--- src/rtl/lut_pkg.sv ---
// Shared definitions for the lut_sweeper truth-table engine.
// Latency: none (definitions only).
// Backpressure: not applicable.
package lut_pkg;

  // Sweep controller state encodings.
  typedef enum logic [1:0] {
    ST_IDLE  = 2'd0,
    ST_SWEEP = 2'd1,
    ST_DONE  = 2'd2
  } state_t;

  // Default geometry and table: f = (b&d)|(~c&~d), index {a,b,c,d}, a = MSB.
  localparam int          N_DEFAULT    = 4;
  localparam logic [15:0] INIT_DEFAULT = 16'hB1B1;

endpackage

--- src/rtl/lut_sweep_ctrl.sv ---
// Sweep controller: walks every table index and streams (index, value) beats, counting ones.
// Latency: first beat in the cycle after start is sampled; done one cycle after the last transfer.
// Backpressure: out_valid/out_index/out_value hold stable while out_ready is low; nothing advances.
//
// Ports:
//   clk, rst        clock and synchronous active-high reset
//   start           begin a sweep (sampled only in IDLE)
//   tbl             truth table being swept (frozen by the top while busy)
//   busy, done      sweep in progress / one-cycle completion pulse
//   ones_count      ones seen in the last sweep
//   out_valid/out_ready/out_index/out_value  beat stream
module lut_sweep_ctrl
  import lut_pkg::*;
#(
  parameter int N = N_DEFAULT
) (
  input  logic                clk,
  input  logic                rst,
  input  logic                start,
  input  logic [(1<<N)-1:0]   tbl,
  output logic                busy,
  output logic                done,
  output logic [N:0]          ones_count,
  output logic                out_valid,
  input  logic                out_ready,
  output logic [N-1:0]        out_index,
  output logic                out_value
);

  state_t       state_q;
  state_t       state_d;
  logic [N-1:0] counter_q;
  logic [N:0]   ones_q;
  logic         xfer;
  logic         last_beat;

  assign xfer      = out_valid & out_ready;
  assign last_beat = (counter_q == {N{1'b1}});

  always_ff @(posedge clk) begin
    if (rst) begin
      state_q <= ST_IDLE;
    end else begin
      state_q <= state_d;
    end
  end

  always_comb begin
    state_d   = state_q;
    busy      = 1'b0;
    done      = 1'b0;
    out_valid = 1'b0;
    case (state_q)
      ST_IDLE: begin
        if (start) begin
          state_d = ST_SWEEP;
        end
      end
      ST_SWEEP: begin
        busy      = 1'b1;
        out_valid = 1'b1;
        if (xfer && last_beat) begin
          state_d = ST_DONE;
        end
      end
      ST_DONE: begin
        done    = 1'b1;
        state_d = ST_IDLE;
      end
      default: begin
        state_d = ST_IDLE;
      end
    endcase
  end

  // Counter wraps to zero after the last beat, so out_index rests at 0 when idle.
  always_ff @(posedge clk) begin
    if (rst) begin
      counter_q <= '0;
      ones_q    <= '0;
    end else if (state_q == ST_IDLE && start) begin
      counter_q <= '0;
      ones_q    <= '0;
    end else if (xfer) begin
      counter_q <= counter_q + N'(1);
      ones_q    <= ones_q + (N+1)'(out_value);
    end
  end

  assign out_index  = counter_q;
  assign out_value  = tbl[counter_q];
  assign ones_count = ones_q;

endmodule

--- src/rtl/lut_sweeper.sv ---
// Programmable N-input boolean function: registered truth-table lookup plus exhaustive sweep mode.
// Latency: eval_out is 1 clock after eval_in; sweep beats start 1 clock after start.
// Backpressure: sweep stream stalls with stable index/value while out_ready is low.
//
// Ports:
//   clk, rst          clock and synchronous active-high reset (table reloads INIT)
//   cfg_we, cfg_table load a new truth table (ignored while a sweep is running)
//   eval_in/eval_out  direct evaluation, eval_out = table[eval_in] registered
//   start, busy, done sweep control and status
//   ones_count        minterm count from the last sweep
//   out_*             (index, value) beat stream with valid/ready handshake
module lut_sweeper
  import lut_pkg::*;
#(
  parameter int                N    = N_DEFAULT,
  parameter logic [(1<<N)-1:0] INIT = INIT_DEFAULT
) (
  input  logic              clk,
  input  logic              rst,
  input  logic              cfg_we,
  input  logic [(1<<N)-1:0] cfg_table,
  input  logic [N-1:0]      eval_in,
  output logic              eval_out,
  input  logic              start,
  output logic              busy,
  output logic              done,
  output logic [N:0]        ones_count,
  output logic              out_valid,
  input  logic              out_ready,
  output logic [N-1:0]      out_index,
  output logic              out_value
);

  logic [(1<<N)-1:0] table_q;

  // Table is frozen while a sweep runs so the count reflects one consistent function.
  always_ff @(posedge clk) begin
    if (rst) begin
      table_q <= INIT;
    end else if (cfg_we && !busy) begin
      table_q <= cfg_table;
    end
  end

  // Eval reads the pre-update table, so a same-cycle write shows up one cycle later.
  always_ff @(posedge clk) begin
    if (rst) begin
      eval_out <= 1'b0;
    end else begin
      eval_out <= table_q[eval_in];
    end
  end

  lut_sweep_ctrl #(
    .N (N)
  ) u_ctrl (
    .clk        (clk),
    .rst        (rst),
    .start      (start),
    .tbl        (table_q),
    .busy       (busy),
    .done       (done),
    .ones_count (ones_count),
    .out_valid  (out_valid),
    .out_ready  (out_ready),
    .out_index  (out_index),
    .out_value  (out_value)
  );

endmodule
--- config.mk ---
export PLATFORM = sky130hd
export DESIGN_NAME = lut_sweeper
export DESIGN_NICKNAME = d
export VERILOG_FILES = /design/src/rtl/lut_pkg.sv /design/src/rtl/lut_sweep_ctrl.sv /design/src/rtl/lut_sweeper.sv
export SDC_FILE = /design/constraint.sdc
export NUM_CORES = 1
export LEC_CHECK = 0
export ABC_AREA = 1
export BUFFER_PORTS_ARGS = -buffer_cell sky130_fd_sc_hd__buf_2
export CORE_AREA = 2 2 56 58
export CTS_CLUSTER_SIZE = 20
export DETAILED_ROUTE_END_ITERATION = 7
export DIE_AREA = 0 0 58 60
export PLACE_DENSITY = 0.75
export SETUP_SLACK_MARGIN = 0.05
export SYNTH_ARGS = -nofsm -noshare
export SYNTH_HDL_FRONTEND = slang
export SYNTH_SLANG_ARGS = --single-unit
--- constraint.sdc ---
create_clock -name clk -period 4.63 [get_ports clk]
set_input_delay 0.463 -clock clk [delete_from_list [all_inputs] [get_ports clk]]
set_output_delay 0.463 -clock clk [all_outputs]
set_load 0.01 [all_outputs]
* After elaboration in Yosys (flattened, before gate mapping)
Cells that the tools add are included.
Storage, ports and cells: register bits after elaboration 28, output and inout port bits 14
Cells by class: reductions and logical operators 7, muxes and demuxes 9, equality and inequality tests 5, bitwise operators 1, $add $sub $neg 2, $lt $le $gt $ge 2
Operators with widths (count):
- $lt A4 B5 Y1 const B | 2
- $bmux W1 S4 | 2
- $add A5 B1 Y5 | 1
- $add A4 B1 Y4 const B | 1
- $eq A4 B4 Y1 const B | 1
- $mux W1 | 4
- $mux W2 | 2
- $pmux W2 S2 | 1
- $logic_and A1 B1 Y1 | 3
- $eq A2 B1 Y1 const B | 1
- $eq A2 B2 Y1 const B | 1
- $logic_not A2 Y1 | 1
- $ne A2 B1 Y1 const B | 1
- $ne A2 B2 Y1 const B | 1
- $reduce_and A2 Y1 | 1
- $reduce_or A2 Y1 | 1
- $and A1 B1 Y1 | 1
- $logic_not A1 Y1 | 1

* Depth between registers and ports, before layout
Gate-level depths: netlist (run 1).
depth after elaboration 6, gate-level depth with buffers 15, depth with buffers taken out 15

* Cells and area by module
From an unflattened synthesis (run 1), not the netlist that was laid out.
Unflattened totals: cells, all modules 230, area, all modules 1579.0 um^2
By module, submodules not included:
- lut_sweeper | instances 1, area each 817.0 um^2, cells each 108
- lut_sweep_ctrl | instances 1, area each 762.0 um^2, cells each 122

* Worst setup path after synthesis (run 1)
OpenSTA, ideal clock, no wires.
path kind reg2reg, start point register u_ctrl.counter_q[1] (netlist: u_ctrl.out_index[1]), end point register u_ctrl.ones_q[4] (netlist: u_ctrl.ones_count[4]), library setup time 0.115 ns, arrival time 1.792 ns, clock period less this slack 1.907 ns, cell stages (with the launch flop) 16, required time 4.515 ns, slack 2.723 ns, cells stage by stage dfxtp_1 -> inv_1 -> a21oi_1 -> o21ai_0 -> nand2_1 -> nand2_1 -> nand2_1 -> nand2_1 -> nand2_1 -> ha_1 -> ha_1 -> inv_1 -> nor3_2 -> nand3_1 -> nand2_1 -> nor2_1
Between the ends: word-level cells in the longest chain between the ends 3
RTL lines:
- start, declared | RTL line lut_sweep_ctrl.sv:32 | logic [N-1:0] counter_q;
- start signal, assigned | RTL line lut_sweep_ctrl.sv:85 | counter_q <= counter_q + N'(1);
- $bmux W1 S4 | RTL line lut_sweep_ctrl.sv:91 | assign out_value = tbl[counter_q];
- $mux W1 (implied by the code) | RTL line lut_sweep_ctrl.sv:91
- via out_value | RTL line lut_sweeper.sv:31 | output logic out_value
- $add A5 B1 Y5 | RTL line lut_sweep_ctrl.sv:86 | ones_q <= ones_q + (N+1)'(out_value);
- end signal, assigned | RTL line lut_sweep_ctrl.sv:86
- end, declared | RTL line lut_sweep_ctrl.sv:33 | logic [N:0] ones_q;
The timed path passes the listed nets, and every way through them passes these cells. The select of a mux whose other input is x is not followed. A chain may end at the register's enable or synchronous reset.

* Worst setup path in the final report (run 1)
start point register u_ctrl.counter_q[0] (netlist: u_ctrl.out_index[0]), end point output out_value
Between the ends: word-level cells in the longest chain between the ends 2
RTL lines (RTL line):
- $bmux W1 S4 | lut_sweep_ctrl.sv:91
- $mux W1 (implied by the code) | lut_sweep_ctrl.sv:91
- end, declared | lut_sweeper.sv:31
No other way between the ends. The select of a mux whose other input is x is not followed.

==> run metrics, run 1 <==
Top delay family on crit path flip-flops; final hold vios 0; WHS 0.325 ns; crit path time final 2.26 ns; synth unique cells 21; actual slew at the worst max-slew pin 0.453 ns; #FFs+latches synth 28; Fmax achieved 443 MHz; Post-synth ARST share 0%; cell mode on critical path nand2_1; Port Buf Inserts 38; Hold Path Cell Cnt 3; initial antenna violation count 0; element type at the critical path end primary output; Cell Area, Synth 0.00140 mm^2; CTS Buffer Depth 2; routed len/inst 11.2 um; DRT iter0 DRCs 85; synthesized area per cell 6.99 um^2; CTS tree done; DIE AREA 0.00348 mm^2; RePlAce Congestion 0.903; period utilization 48.7%; first-pass GRT wire length 5350 um; most instantiated cells after synthesis nand2_1 (43), inv_1 (30), dfxtp_1 (28), a21oi_1 (23), o21ai_0 (22); RSZ-0062 raised after global routing no; Power per Cell Area 275 mW/mm^2; TritonCTS buffer count 3; Most used DFF post-synth dfxtp_1; final core utilization 55.6%; Std-Cell Rows 20; worst-path maximum fanout 14; CTS Sinks 28; Yosys top cell by area dfxtp_1; most common cell in the netlist nand2_1; global route overflow 0; WP data arrival 1.79 ns; Synth Warn # 0; I/O pin count 39; Core ar. 0.00290 mm^2; Leak 0.769 nW; Final ANT Viol Nets 0; max-cap violations 0; post-synthesis sequential area ratio 40.1%; crit start category register; wl on met1 1370 um; logic depth of the worst path, buffers included 9; pin count of the biggest net entering global routing 19; Initial DRT Pass Iterations 4; crit path buf inv count 2; Horiz. Die Dim 58 um; H-tree depth 1; DR top layer met4; CTS clk-pin slew, worst paths 0.14 ns; crit path kind register to primary output; Synth area leaders dfxtp_1 (40%), nand2_1 (12%), a21oi_1 (8.2%); WL met2 1450 um; n_diodes 0; Tot Pwr 0.444 mW; layout overhead on the synthesized area 15.3%; Worst Reg-to-Reg Cells 15; Via density 5.13; Post-synth EDFFs 0; CP peak stage delay 0.59 ns; layout cells sized above 1 20.0%; Pins Over Slew Limit 0; DRC Markers 0; met3 wire len 163 um; Max VDD drop 0.244 mV; share of the synthesized area in the top cell type 40.1%; Placed Cells 265; run status finished clean; CTS resizes 0; Worst Path Required 4.17 ns; Mapped Nets 228; Layout Skew 0.00714 ns; Detailed Route WL 3010 um; CP max-delay cell dfxtp_1; Root Driver clkbuf_4; nets@finish 265; CTS Hold Bufs 0; critical path, cell by cell inv_1 -> a21oi_1 -> o21ai_0 -> nand2_1 -> nand2_1 -> nand2_1 -> nand2_1 -> nand2_1 -> buf_2; relative slew slack 69.8%; hpwl dp 2340 um; Syn Inst Count 200; via count 1,376; Setup Fix Bufs, Post-CTS 0; worst min path class primary input to register; Die Ht 60 um; final setup vio count 0; vias in the first global route 1,236; final cell count without fillers 268; clock latency on the worst-skew pair 0.33 ns; Starting Density 48.2%; GRT Overall Usage 20.0%; TNS Setup 0 ns
## stage by stage
step / area [um^2] / setup WS [ns]
finish: 1610 / 2.37
detailed placement: 1590 / 2.48
global route: 1610 / 2.08
CTS: 1610 / 2.39
global placement: 1590 / 2.58
floorplan: 1400 / 2.72
## report_power, final
part           switching, mW  internal (mW)  total (mW)
clock network         0.0692         0.0306      0.0998
logic                 0.0499         0.0308      0.0807
registers            0.00805          0.255       0.263
total                  0.127          0.317       0.444
## tightest hold or removal path, stage by stage
cell     delay, ns
buf_2         0.07
nand2_1       0.04
nand3_1       0.05
## state kept, by name (all words and copies together) (netlist names)
signal,flops
table_q,16
u_ctrl.ones_count,5
u_ctrl.out_index,4
u_ctrl.state_q,2
eval_out,1
## worst paths after layout
kind | slack, ns | start | end
max | 2.37 | u_ctrl.out_index[0] | out_value
min | 0.32 | cfg_table[12] | table_q[12]
max reg2reg | 2.45 | u_ctrl.out_index[0] | u_ctrl.ones_count[4]
min reg2reg | 0.48 | table_q[3] | table_q[3]
## per-layer routing
metal,track usage [%],vias to the layer above
li1,-,730
met1,24.8,612
met2,34.4,30
met3,5.41,4
met4,4.98,0
met5,0,-
## placed cells by master, fill, tap and decap left out
cell,synthesis,layout
nand2_1,43,43
buf_2,2,38
inv_1,30,30
dfxtp_1,28,28
a21oi_1,23,23
o21ai_0,22,22
nand3_1,18,18
nor2_1,9,9
o211ai_1,7,7
ha_1,3,3
clkbuf_4,0,3
nor3_2,2,2
nand4_1,2,2
nor3b_1,2,2
nor2_4,1,1
nand2_2,1,1
inv_2,1,1
nand2_4,1,1
nor3_1,1,1
## cell families after synthesis
logic type                 Yosys count  share of synthesized area (%)
and+or+nand+nor                     80                           26.2
adders and majority gates            3                           2.68
DFF                                 28                           40.1
AOI/OAI and AO/OA                   52                           19.9
buffers and inverters               37                           11.2
## final cells by class
| cell class | instances | area [um^2] |
|---|---|---|
| inverters | 31 | 116 |
| flip-flops and latches | 28 | 561 |
| multi-input cells | 135 | 682 |
| well taps | 33 | 41.3 |
| repair buffers | 38 | 190 |
| clock buffers | 3 | 22.5 |
| fillers | 297 | 1290 |
No activity file was read; power rests on OpenSTA's default activity.
==> run 2: changes to the inputs <==
--- a/config.mk
+++ b/config.mk
@@ -5,13 +5,13 @@
 export SDC_FILE = /design/constraint.sdc
 export NUM_CORES = 1
 export LEC_CHECK = 0
-export ABC_AREA = 1
+export ABC_AREA = 0
 export BUFFER_PORTS_ARGS = -buffer_cell sky130_fd_sc_hd__buf_2
-export CORE_AREA = 2 2 56 58
+export CORE_AREA = 2 2 58 60
 export CTS_CLUSTER_SIZE = 20
 export DETAILED_ROUTE_END_ITERATION = 7
-export DIE_AREA = 0 0 58 60
-export PLACE_DENSITY = 0.75
+export DIE_AREA = 0 0 60 62
+export PLACE_DENSITY = 0.72
 export SETUP_SLACK_MARGIN = 0.05
 export SYNTH_ARGS = -nofsm -noshare
 export SYNTH_HDL_FRONTEND = slang
==> constraint.sdc (replaced) <==
create_clock -name clk -period 1.9 [get_ports clk]
set_input_delay 0.19 -clock clk [delete_from_list [all_inputs] [get_ports clk]]
set_output_delay 0.19 -clock clk [all_outputs]
set_load 0.01 [all_outputs]
==> run 2 against run 1 <==
  * The flow now finishes with violations (setup timing)
  * Die area rose by 6.9%
  * Power rose to 2.5 times the previous value
  * Clock-buffer cell count rose by 1
  * Synthesized cell count fell by 27%
  * Register-to-register slack got worse by 2.5 ns
  * Combinational power rose by 130%
  * Non-clock buffer count rose by 9
  * Clock skew fell by 0.0053 ns
  * Clock power rose to 2.9 times the previous value
  * Largest power group unchanged
  * Largest cell class unchanged
  * First-iteration DRC count fell by 33%
==> run metrics, run 2 <==
period utilization 105%; routed len/inst 12.5 um; nets@finish 216; crit path kind register to register; TritonCTS buffer count 3; global route overflow 0; Post-Layout Inst Area 0.00168 mm^2; Most used DFF post-synth dfxtp_1; Starting Density 42.9%; CTS clk-pin slew, worst paths 0.14 ns; CP max-delay cell mux4_2; Synth area leaders dfxtp_1 (41%), nand2_1 (9.9%), mux4_2 (8.2%); pin count of the biggest net entering global routing 21; Leak 0.741 nW; Reg power frac 57.1%; Critical Path Start u_ctrl.out_index[0]; Pins Over Slew Limit 0; RSZ-0062 raised after global routing yes; worst r2r src u_ctrl.out_index[0]; Fmax achieved 500 MHz; element type at the critical path end register; I/O pin count 39; vias in the first global route 1,023; Std-Cell Rows 21; run status finished, violations left; CTS tree done; Root Driver clkbuf_4; RePlAce Congestion 0.863; n_diodes 0; crit path to u_ctrl.ones_count[4]; Initial DRT Pass Iterations 4; Max VDD drop 0.238 mV; Synth Warn # 0; Worst Path Required 2.14 ns; Hold Path Cell Cnt 3; GRT Overall Usage 17.3%; Via density 5.00; final hold vios 0; TNS Setup -0.238 ns; Mapped Nets 175; CTS Hold Bufs 0; Power per Cell Area 663 mW/mm^2; Top delay family on crit path multiplexers; hpwl dp 2260 um; failing checks setup timing; most instantiated cells after synthesis nand2_1 (36), dfxtp_1 (28), a21oi_1 (10), nor2_1 (10), nand3b_1 (8); sw frac 25.6%; final setup vio count 4; Port Buf Inserts 38; Placed Cells 229; #FFs+latches synth 28; Yosys top cell by area dfxtp_1; critical path, cell by cell mux4_2 -> nor2b_4 -> a211oi_2 -> a21oi_2 -> ha_4 -> ha_4 -> nand4_1 -> xor2_1 -> nor2_1; worst min path class primary input to register; Final ANT Viol Nets 0; CTS Buffer Depth 2; Post-synth EDFFs 0; DRT iter0 DRCs 57; final cell count without fillers 233; synthesized area per cell 9.29 um^2; Cell Area, Synth 0.00137 mm^2; max-cap violations 0; CP peak stage delay 0.50 ns; max reg flops 16; Horiz. Die Dim 60 um; Detailed Route WL 2910 um; Setup Fix Bufs, Post-CTS 0; share of the synthesized area in the top cell type 41.1%; switching power of the nets 0.285 mW; crit start category register; layout overhead on the synthesized area 23.3%; via count 1,164; initial antenna violation count 0; Comb power frac 16.8%; layout cells sized above 1 34.2%; Post-synth ARST share 0%; CTS Sinks 28; crit path buf inv count 0; worst reg2reg path endpoint u_ctrl.ones_count[4]; clock power share 26.1%; internal power 0.830 mW; Reg2Reg Setup Slack -0.1 ns; relative slew slack 65.4%; most frequent cells in the layout buf_2 (38), nand2_1 (36), dfxtp_1 (26); post-synthesis sequential area ratio 41.1%; logic depth of the worst path, buffers included 9; Area after DPL 0.00163 mm^2; actual slew at the worst max-slew pin 0.518 ns; synth unique cells 32; DRC Markers 0; Syn Inst Count 147; WP data arrival 2.23 ns; first-pass GRT wire length 4770 um; most common cell in the netlist nand2_1; Die Ht 62 um; worst-path maximum fanout 4; Layout Skew 0.00181 ns; cell mode on critical path ha_4; clock latency on the worst-skew pair 0.33 ns; Biggest register table_q; H-tree depth 1; crit path time final 2.00 ns; DIE AREA 0.00372 mm^2; Core ar. 0.00318 mm^2; most common cell after layout, fill and taps aside buf_2; Worst Slack Setup Final -0.0982 ns; Worst Reg-to-Reg Cells 9
run 2: cell types whose count changed in the layout (fill, tap and decap cells not counted), moves of 7 or more:
cell	delta
nand3b_1	+8
a21oi_1	-14
o21ai_0	-21
mux2i_1	+7
nand3_1	-16
o211ai_1	-7
buf_4	+9
inv_1	-28
nand2_1	-7
run 2: power groups by stage:
stage | Clock [mW] | Combinational (mW) | Sequential (mW)
6_report | 0.291 | 0.188 | 0.637
5_1_grt | 0.327 | 0.210 | 0.642
4_1_cts | 0.300 | 0.188 | 0.637
3_5_place_dp | 0 | 0.187 | 0.650
3_3_place_gp | 0 | 0.181 | 0.649
2_1_floorplan | 0 | 0.128 | 0.646
run 2: area by class of cell:
type	instances	area [um^2]
multi-input combinational	106	758
inverter	2	7.51
timing repair buffer	47	258
tap	46	57.6
fill	304	1500
sequential	28	566
clock buffer	4	36.3
run 2: routing by layer:
metal / up-vias / global-route usage [%] / part of all wire (%)
met5: - / 0 / 0
met4: 0 / 7.62 / 1.5
met3: 4 / 1.24 / 4.3
met2: 34 / 27.2 / 48
met1: 541 / 24.5 / 46
li1: 585 / - / -
run 2: tightest hold or removal path, stage by stage:
cell and delay, ns:
buf_2 0.07, nand2_1 0.04, nand3b_1 0.06
run 2: timing repair:
action,4_1_cts,5_1_grt
gates resized for setup,1,1
pin swaps,2,2
endpoints found under the hold margin,0,0
endpoints found under the setup margin,6,6
run 2: metrics by stage:
step	setup WS (ns)	power (mW)	hold slack [ns]	util (%)
finish	-0.0982	1.12	0.0531	52.9
global route	-0.189	1.18	0.0505	52.9
CTS	-0.0902	1.12	0.0523	52.6
detailed placement	-0.102	0.838	0.408	51.4
global placement	-0.0643	0.830	0.401	51.4
floorplan	-0.185	0.774	0.314	-
run 2: kinds of logic after synthesis:
kind of cell / count (synthesis) / synth area share [%]
and+or+nand+nor: 67 / 22.8
DFF: 28 / 41.1
AOI/OAI and AO/OA: 16 / 6.97
muxes: 14 / 16.1
buffers and inverters: 13 / 6.42
xor gates and xnor gates: 6 / 3.85
adders and majority gates: 3 / 2.75
run 2: worst min-delay path by stage:
stage / endpoint / start / slack [ns]
2_1_floorplan: table_q[0] / cfg_table[0] / 0.31
3_3_place_gp: table_q[12] / cfg_table[12] / 0.40
3_5_place_dp: table_q[4] / cfg_table[4] / 0.41
4_1_cts: table_q[15] / cfg_table[15] / 0.05
5_1_grt: table_q[0] / cfg_table[0] / 0.05
6_report: table_q[7] / cfg_table[7] / 0.05
==> run 3: changes to the inputs <==
--- a/config.mk
+++ b/config.mk
@@ -5,12 +5,12 @@
 export SDC_FILE = /design/constraint.sdc
 export NUM_CORES = 1
 export LEC_CHECK = 0
-export ABC_AREA = 0
+export ABC_AREA = 1
 export BUFFER_PORTS_ARGS = -buffer_cell sky130_fd_sc_hd__buf_2
-export CORE_AREA = 2 2 58 60
+export CORE_AREA = 2 2 59 61
 export CTS_CLUSTER_SIZE = 20
 export DETAILED_ROUTE_END_ITERATION = 7
-export DIE_AREA = 0 0 60 62
+export DIE_AREA = 0 0 61 63
 export PLACE_DENSITY = 0.72
 export SETUP_SLACK_MARGIN = 0.05
 export SYNTH_ARGS = -nofsm -noshare
==> run 3 against run 2 <==
  * The flow now finishes without violations
  * Cell area up 2.5%
  * Clock-buffer cell count down 1
  * Combinational power up 14%
  * Clock power down 18%
  * Fmax up 13%
  * Power down 2.0%
  * Clock skew up 0.0083 ns
  * First-iteration DRC count down 12%
  * Wire length up 11%
  * Cell count up 23%
  * Setup slack better by 0.22 ns
  * Critical endpoint is now u_ctrl.ones_count[2]
  * Largest power group unchanged
==> run metrics, run 3 (synthesis gave the netlist of run 1 again) <==
run status finished clean; grt met3 use 3.11%; crit start category register; layout cells sized above 1 26.6%; initial antenna violation count 0; period utilization 93.4%; DIE AREA 0.00384 mm^2; Horiz. Die Dim 61 um; Tot Pwr 1.09 mW; CP max-delay cell dfxtp_4; H-tree depth 1; Detailed Route WL 3240 um; max reg flops 16; I/O pin count 39; pin count of the biggest net entering global routing 19; CTS tree done; via count 1,396; global route overflow 0; element type at the critical path end register; Worst Path Required 2.12 ns; Max VDD drop 0.358 mV; crit path buf inv count 3; routed len/inst 11.3 um; Std-Cell Rows 21; M1 GR Usage 22.9%; CTS Sinks 28; CTS Hold Bufs 0; Power per Cell Area 634 mW/mm^2; register area 566 um^2; critical path, cell by cell buf_6 -> a21oi_2 -> o21ai_2 -> nand2_1 -> nand2_1 -> nand2_1 -> nand2_1 -> nand2_1 -> ha_2 -> ha_4 -> inv_2 -> nor3_4 -> buf_4 -> nor3b_2; DRC Markers 0; vias in the first global route 1,185; TNS Setup 0 ns; Placed Cells 281; crit path time final 1.77 ns; Layout Skew 0.0101 ns; Core ar. 0.00323 mm^2; GRT busiest layer met2; Top delay family on crit path simple AND/OR/NAND/NOR gates; cell mode on critical path nand2_1; hpwl dp 2480 um; actual slew at the worst max-slew pin 0.289 ns; Fmax achieved 563 MHz; CTS clk-pin slew, worst paths 0.14 ns; WP data arrival 2.00 ns; crit path kind register to register; DRT iter0 DRCs 50; Final ANT Viol Nets 0; GRT Overall Usage 17.4%; final cell count without fillers 287; TritonCTS buffer count 3; Initial DRT Pass Iterations 4; Via density 4.86; Biggest register table_q; RePlAce Congestion 0.888; final hold vios 0; Starting Density 43.3%; Leak 0.822 nW; worst min path class primary input to register; n_diodes 0; nets@finish 271; Pins Over Slew Limit 0; area of the multi-input gates 723 um^2; max-cap violations 0; Post-Layout Inst Area 0.00172 mm^2; most frequent cells in the layout nand2_1 (43), buf_2 (39), inv_1 (28); relative slew slack 80.6%; Die Ht 63 um; first-pass GRT wire length 5180 um; most common cell after layout, fill and taps aside nand2_1; # fillers 353; CTS Buffer Depth 2; clock latency on the worst-skew pair 0.33 ns; Port Buf Inserts 38; Root Driver clkbuf_4; final setup vio count 0; CP peak stage delay 0.38 ns; worst-path maximum fanout 6; RSZ-0062 raised after global routing yes; met2 usage 28.5%; layout overhead on the synthesized area 23.3%; Area after DPL 0.00163 mm^2
## run 3: where the power goes
part           switching [mW]  internal (mW)  leakage [nW]  total [mW]
Sequential             0.0177          0.621         0.232       0.639
Clock                   0.166         0.0744        0.0138       0.240
Combinational           0.130         0.0842         0.577       0.214
## run 3: cell type report
class,instances,share of cell area [%]
well taps,46,3.34
clock buffers,3,1.31
multi-input cells,135,41.9
repair buffers,44,13.7
flip-flops and latches,28,32.8
inverters,31,6.89
## run 3: stage by stage
step	worst slack [ns]	hold WS, ns	utilization (%)
after floorplan	0.0631	0.259	-
after CTS	0.0607	0.0645	52.7
after global routing	0.0167	0.0576	53.3
after global placement	0.116	0.387	50.5
final	0.125	0.0678	53.3
after detailed placement	0.0509	0.404	50.5
## run 3: worst paths after layout
path / to / from / slack [ns] / depth (start not counted)
worst max register to register: u_ctrl.ones_count[2] / u_ctrl.out_index[0] / 0.13 / 14
worst max-delay path: u_ctrl.ones_count[2] / u_ctrl.out_index[0] / 0.13 / 14
worst min register to register: u_ctrl.ones_count[0] / u_ctrl.ones_count[0] / 0.50 / 2
worst min-delay path: u_ctrl.state_q[0] / rst / 0.07 / 2
## run 3: routing by layer
metal	part of all wire [%]	vias up	wire length, um
met5	0	-	0
met4	1.1	0	34
met3	4.5	4	146
met2	48	37	1550
met1	47	612	1510
li1	-	743	-
## run 3: worst reg2reg max path, stage by stage, from the launching register on
cell and delay, ns:
dfxtp_4 0.38, buf_6 0.13, a21oi_2 0.13, o21ai_2 0.06, nand2_1 0.06, nand2_1 0.04
nand2_1 0.05, nand2_1 0.04, nand2_1 0.08, ha_2 0.21, ha_4 0.13, inv_2 0.04
nor3_4 0.14, buf_4 0.14, nor3b_2 0.04
## run 3: repair_timing
action | in CTS | in global routing
setup buffers | 1 | 1
hold endpoints to repair | 0 | 0
setup endpoints to repair | 1 | 2
gates resized for setup | 14 | 5
pin swaps | 5 | 7
cloned | 1 | 0
